--- config.mk ---
export PLATFORM = sky130hd
export DESIGN_NAME = double_dabble_converter
export DESIGN_NICKNAME = d
export VERILOG_FILES = /design/src/rtl/double_dabble_converter.sv
export SDC_FILE = /design/constraint.sdc
export NUM_CORES = 1
export LEC_CHECK = 0
export ABC_AREA = 1
export CAP_MARGIN = 20
export CORE_MARGIN = 2
export CORE_UTILIZATION = 59
export DETAILED_ROUTE_END_ITERATION = 8
export GPL_ROUTABILITY_DRIVEN = 0
export PLACE_DENSITY = 0.92
export SETUP_SLACK_MARGIN = 0.05
export SLEW_MARGIN = 20
export SYNTH_ARGS = -nofsm -noshare
export SYNTH_HDL_FRONTEND = slang
export SYNTH_SLANG_ARGS = --single-unit
--- constraint.sdc ---
create_clock -name clock -period 9.76 [get_ports clock]
set_input_delay 2.44 -clock clock [delete_from_list [all_inputs] [get_ports clock]]
set_output_delay 2.44 -clock clock [all_outputs]
set_load 0.05 [all_outputs]
--- src/rtl/double_dabble_converter.sv ---
// Sequential double-dabble binary-to-packed-BCD converter: one bit per cycle, result mod 10^DIGITS.
// Optional macro OVERFLOW_SAT_EN: latch (bin_in >= 10^DIGITS) and saturate the result to all nines.
module double_dabble_converter #(
  parameter int W      = 27,
  parameter int DIGITS = 8
) (
  input  logic                  clock,
  input  logic                  reset,
  input  logic                  start,
  input  logic [W-1:0]          bin_in,
  output logic [4*DIGITS-1:0]   bcd_out,
  output logic                  busy,
  output logic                  done,
  output logic                  overflow
);

  localparam int CW = $clog2(W + 1);

  typedef enum logic [1:0] {IDLE, SHIFT, DONE} state_t;

  state_t                state_q, state_d;
  logic [W-1:0]          sr_q, sr_d;
  logic [4*DIGITS-1:0]   work_q, work_d;
  logic [4*DIGITS-1:0]   bcd_q, bcd_d;
  logic [CW-1:0]         cnt_q, cnt_d;
  logic                  busy_q, busy_d;
  logic                  done_q, done_d;

  // Add-3 correction on every digit >= 5, then shift left one bit bringing in_bit
  // into digit 0; the carry out of the top digit is dropped (modulo behaviour).
  function automatic logic [4*DIGITS-1:0] dabble_shift(input logic [4*DIGITS-1:0] v,
                                                       input logic in_bit);
    logic [4*DIGITS-1:0] r;
    logic [3:0]          d;
    logic                cin;
    r   = '0;
    cin = in_bit;
    for (int i = 0; i < DIGITS; i++) begin
      d = v[4*i +: 4];
      if (d >= 4'd5) d = d + 4'd3;
      r[4*i +: 4] = {d[2:0], cin};
      cin = d[3];
    end
    return r;
  endfunction

`ifdef OVERFLOW_SAT_EN
  function automatic longint unsigned pow10(input int n);
    longint unsigned p;
    p = 64'd1;
    for (int i = 0; i < n; i++) p = p * 64'd10;
    return p;
  endfunction

  localparam longint unsigned LIMIT = pow10(DIGITS);

  logic ovf_q, ovf_d;
`endif

  always_comb begin
    state_d = state_q;
    sr_d    = sr_q;
    work_d  = work_q;
    bcd_d   = bcd_q;
    cnt_d   = cnt_q;
    busy_d  = busy_q;
    done_d  = 1'b0;
`ifdef OVERFLOW_SAT_EN
    ovf_d   = ovf_q;
`endif
    case (state_q)
      IDLE: begin
        if (start) begin
          sr_d    = bin_in;
          work_d  = '0;
          cnt_d   = '0;
          busy_d  = 1'b1;
          state_d = SHIFT;
`ifdef OVERFLOW_SAT_EN
          ovf_d   = (64'(bin_in) >= LIMIT);
`endif
        end
      end
      SHIFT: begin
        work_d = dabble_shift(work_q, sr_q[W-1]);
        sr_d   = {sr_q[W-2:0], 1'b0};
        cnt_d  = cnt_q + CW'(1);
        if (cnt_q == CW'(W - 1)) state_d = DONE;
      end
      DONE: begin
`ifdef OVERFLOW_SAT_EN
        bcd_d  = ovf_q ? {DIGITS{4'h9}} : work_q;
`else
        bcd_d  = work_q;
`endif
        done_d  = 1'b1;
        busy_d  = 1'b0;
        state_d = IDLE;
      end
      default: begin
        busy_d  = 1'b0;
        state_d = IDLE;
      end
    endcase
  end

  always_ff @(posedge clock or posedge reset) begin
    if (reset) begin
      state_q <= IDLE;
      sr_q    <= '0;
      work_q  <= '0;
      bcd_q   <= '0;
      cnt_q   <= '0;
      busy_q  <= 1'b0;
      done_q  <= 1'b0;
`ifdef OVERFLOW_SAT_EN
      ovf_q   <= 1'b0;
`endif
    end else begin
      state_q <= state_d;
      sr_q    <= sr_d;
      work_q  <= work_d;
      bcd_q   <= bcd_d;
      cnt_q   <= cnt_d;
      busy_q  <= busy_d;
      done_q  <= done_d;
`ifdef OVERFLOW_SAT_EN
      ovf_q   <= ovf_d;
`endif
    end
  end

  assign bcd_out = bcd_q;
  assign busy    = busy_q;
  assign done    = done_q;
`ifdef OVERFLOW_SAT_EN
  assign overflow = ovf_q;
`else
  assign overflow = 1'b0;
`endif

endmodule

==> out/qor.txt <==
IO Port Bufs -> 63
Hold EP -> sr_q[16]
Syn. warnings -> 0
Final std cell area, no fill -> 5610 um^2
Worst r2r src -> state_q[1]
RSZ-0062 raised after global routing -> false
# setup viols final -> 0
Crit path kind -> flop to output pin
Relative slew slack -> 0.344
Post-Synthesis Cell Area -> 4750 um^2
Hold Path Cell Cnt -> 2
Worst-path cell chain -> clkdlybuf4s50_1
Reg-to-reg endpoint -> work_q[8]
Leak Pwr -> 2.81 nW
Initial core utilization -> 0.611
Final Util -> 0.722
Initial antenna violation count -> 0
Clock transition at path regs -> 0.09 ns
Post-CTS sizing -> 0
EDFF count, synth -> 0
Hold Crit Start -> sr_q[16]
Vias in the first global route -> 3737
TritonCTS buffer count -> 9
Root buf cell -> clkbuf_8
Final Cycle Share -> 0.408
Reg2Reg Depth -> 6
Synth Area per Inst -> 8.22 um^2
Crit path DAT -> 1.55 ns
Ys async rst share -> 1.00
Sw Pwr -> 0.710 mW
Ant. Diodes -> 0
Core box area -> 7770 um^2
# hold bufs at CTS -> 0
Die footprint -> 8780 um^2
Top_reg_cell synth -> dfrtp_1
Netlist cell types -> 21
Sequential share of the synthesized area -> 0.527
Worst Path Buf+Inv -> 1
CP max stage delay -> 0.81 ns
R2R Setup Slk -> 7.86 ns
Top cells by area, synth -> dfrtp_1 (53%), nand2_1 (17%), nand3_1 (7.2%), o21ai_0 (6.3%), ha_1 (4.7%)
Final Hold Vio Count -> 0
Skew-Pair Late Insertion Delay -> 0.36 ns
PwrDens -> 296 nW/um^2
Maximum VDD drop -> 0.127 mV
Initial DRT Pass Iterations -> 5
Stages on worst setup path -> 1
DR WL/cell -> 13.4 um
Vias -> 4034
Combinational fraction of design power -> 0.426
Share of power burned in registers -> 0.400
Post-Syn Nets -> 625
I/O pin total -> 65
DR vias/cell -> 5.46
CP max stage cell -> clkdlybuf4s50_1
DRC -> 0
TNS Setup -> 0 ns
CP top delay family -> buffers and inverters
Yosys top cell area share -> 0.527
Status -> finished, final reports clean
Worst Path Max Fanout -> 2
Worst clock skew -> 0.00450 ns
Total grt overflow -> 0
CTS Sinks -> 100
Longest Clk Path Bufs -> 2
Critical Path End Type -> output pin
Post-placement cell area -> 5390 um^2
Cell Int Power -> 0.951 mW
Post-route antenna net violation count -> 0
Pins Over Slew Limit -> 0
Number of synthesized register bits -> 100
Initial drt markers -> 314
# rows -> 32
Maxcap violations -> 0
Final Critical Period -> 3.99 ns
Post-CTS setup repair buffer count -> 0
CTS tree -> done
Post-synth top area cell -> dfrtp_1
Hpwl dp -> 6.52 mm
WL final -> 9.90 mm
Syn-to-layout area delta -> 18.2%
Crit path required time -> 7.32 ns
Fmax -> 251 MHz
Actual slew at the worst max-slew pin -> 0.983 ns
Wire length of the first global-routing pass -> 16.8 mm
Post-synth top cells -> nand2_1 (216), dfrtp_1 (100), nand3_1 (68)
Fin nets -> 680
Syn Inst Count -> 577
Crit start category -> flop
GRT Util Overall -> 0.242
Clock group share of total power -> 0.174
Largest net degree at the start of global routing -> 65
Share of layout cells above drive strength 1 -> 0.0424
H-tree Lvls -> 3
Die X -> 93.7 um
Die Span Y -> 93.7 um
HP Class -> flop to flop
Switching share of power -> 0.428
Count leader, synth -> nand2_1
## stage by stage
stage               hold WS [ns]  setup WS, ns  cells  power [mW]
floorplan                  0.442          4.70    577        1.18
global placement           0.458          5.65    723        1.29
detailed placement         0.470          5.54    723        1.35
CTS                        0.492          5.76    739        1.66
global route               0.510          5.72    739        1.80
finish                     0.487          5.77    739        1.66
## worst reg2reg max path: cells and delay by family, from the launching register on
family / cells / cell delay [ns]
flip-flops: 1 / 0.42
buffers and inverters: 2 / 0.75
AND/OR/NAND/NOR: 4 / 0.66
## how the worst max path moves through the flow
| stage | start | endpoint | slack, ns |
|---|---|---|---|
| after floorplan | reset | bcd_out[0] | 4.70 |
| after global placement | start | sr_q[17] | 5.65 |
| after detailed placement | start | sr_q[22] | 5.54 |
| after CTS | bcd_out[27] | bcd_out[27] | 5.76 |
| after global routing | bcd_out[16] | bcd_out[16] | 5.72 |
| final | busy | busy | 5.77 |
## layout make-up
type / count / area, um^2
repair buffers: 65 / 646
clock inverters: 4 / 72.6
fillers: 571 / 2160
flip-flops and latches: 100 / 2500
clock buffers: 12 / 145
inverters: 54 / 205
multi-input cells: 402 / 1910
well taps: 102 / 128
## logic make-up (layout without fill, tap and decap cells)
logic type                 count (synthesis)  count (layout)  synth area share
other                                      1               1          0.000790
DFF                                      100             100             0.527
and+or+nand+nor                          314             314             0.280
adders and majority gates                 18              18            0.0475
buffers and inverters                     75             135            0.0699
AOI/OAI and AO/OA                         69              69            0.0746
## power by group through the flow
stage / clock network [mW] / registers (mW) / logic (mW)
after global placement: 0 / 0.659 / 0.631
after global routing: 0.312 / 0.684 / 0.801
after detailed placement: 0 / 0.666 / 0.684
final: 0.289 / 0.665 / 0.707
after floorplan: 0 / 0.683 / 0.492
after CTS: 0.293 / 0.662 / 0.702
## state kept, by name, indices dropped and copies added (netlist names)
register and count:
work_q 32, done 1, busy 1, sr_q 27
bcd_out 32, state_q 2, cnt_q 5
## per-layer routing
| layer | up-vias | part of all wire | track usage |
|---|---|---|---|
| li1 | 1967 | - | - |
| met1 | 1899 | 0.43 | 0.317 |
| met2 | 151 | 0.49 | 0.398 |
| met3 | 17 | 0.057 | 0.0441 |
| met4 | 0 | 0.021 | 0.105 |
| met5 | - | 0 | 0 |
## cell usage in the layout, fill, tap and decap left out
master | Yosys | routed
nor2_1 | 6 | 6
o21bai_1 | 3 | 3
ha_1 | 18 | 18
inv_4 | 0 | 1
nor2_2 | 2 | 2
o21ai_0 | 60 | 60
clkdlybuf4s50_1 | 0 | 63
dfrtp_1 | 100 | 100
clkbuf_1 | 4 | 2
nand2_2 | 3 | 3
o22ai_1 | 1 | 1
o21ai_1 | 4 | 4
nand4_1 | 18 | 18
conb_1 | 1 | 1
nand2_1 | 216 | 216
clkinv_2 | 0 | 1
nand3_1 | 68 | 68
inv_2 | 4 | 4
bufinv_16 | 0 | 2
buf_4 | 4 | 2
clkinvlp_4 | 0 | 1
inv_1 | 50 | 49
nor2_4 | 1 | 1
a21oi_1 | 1 | 1
clkbuf_8 | 0 | 10
No activity file was read; power rests on OpenSTA's default activity.
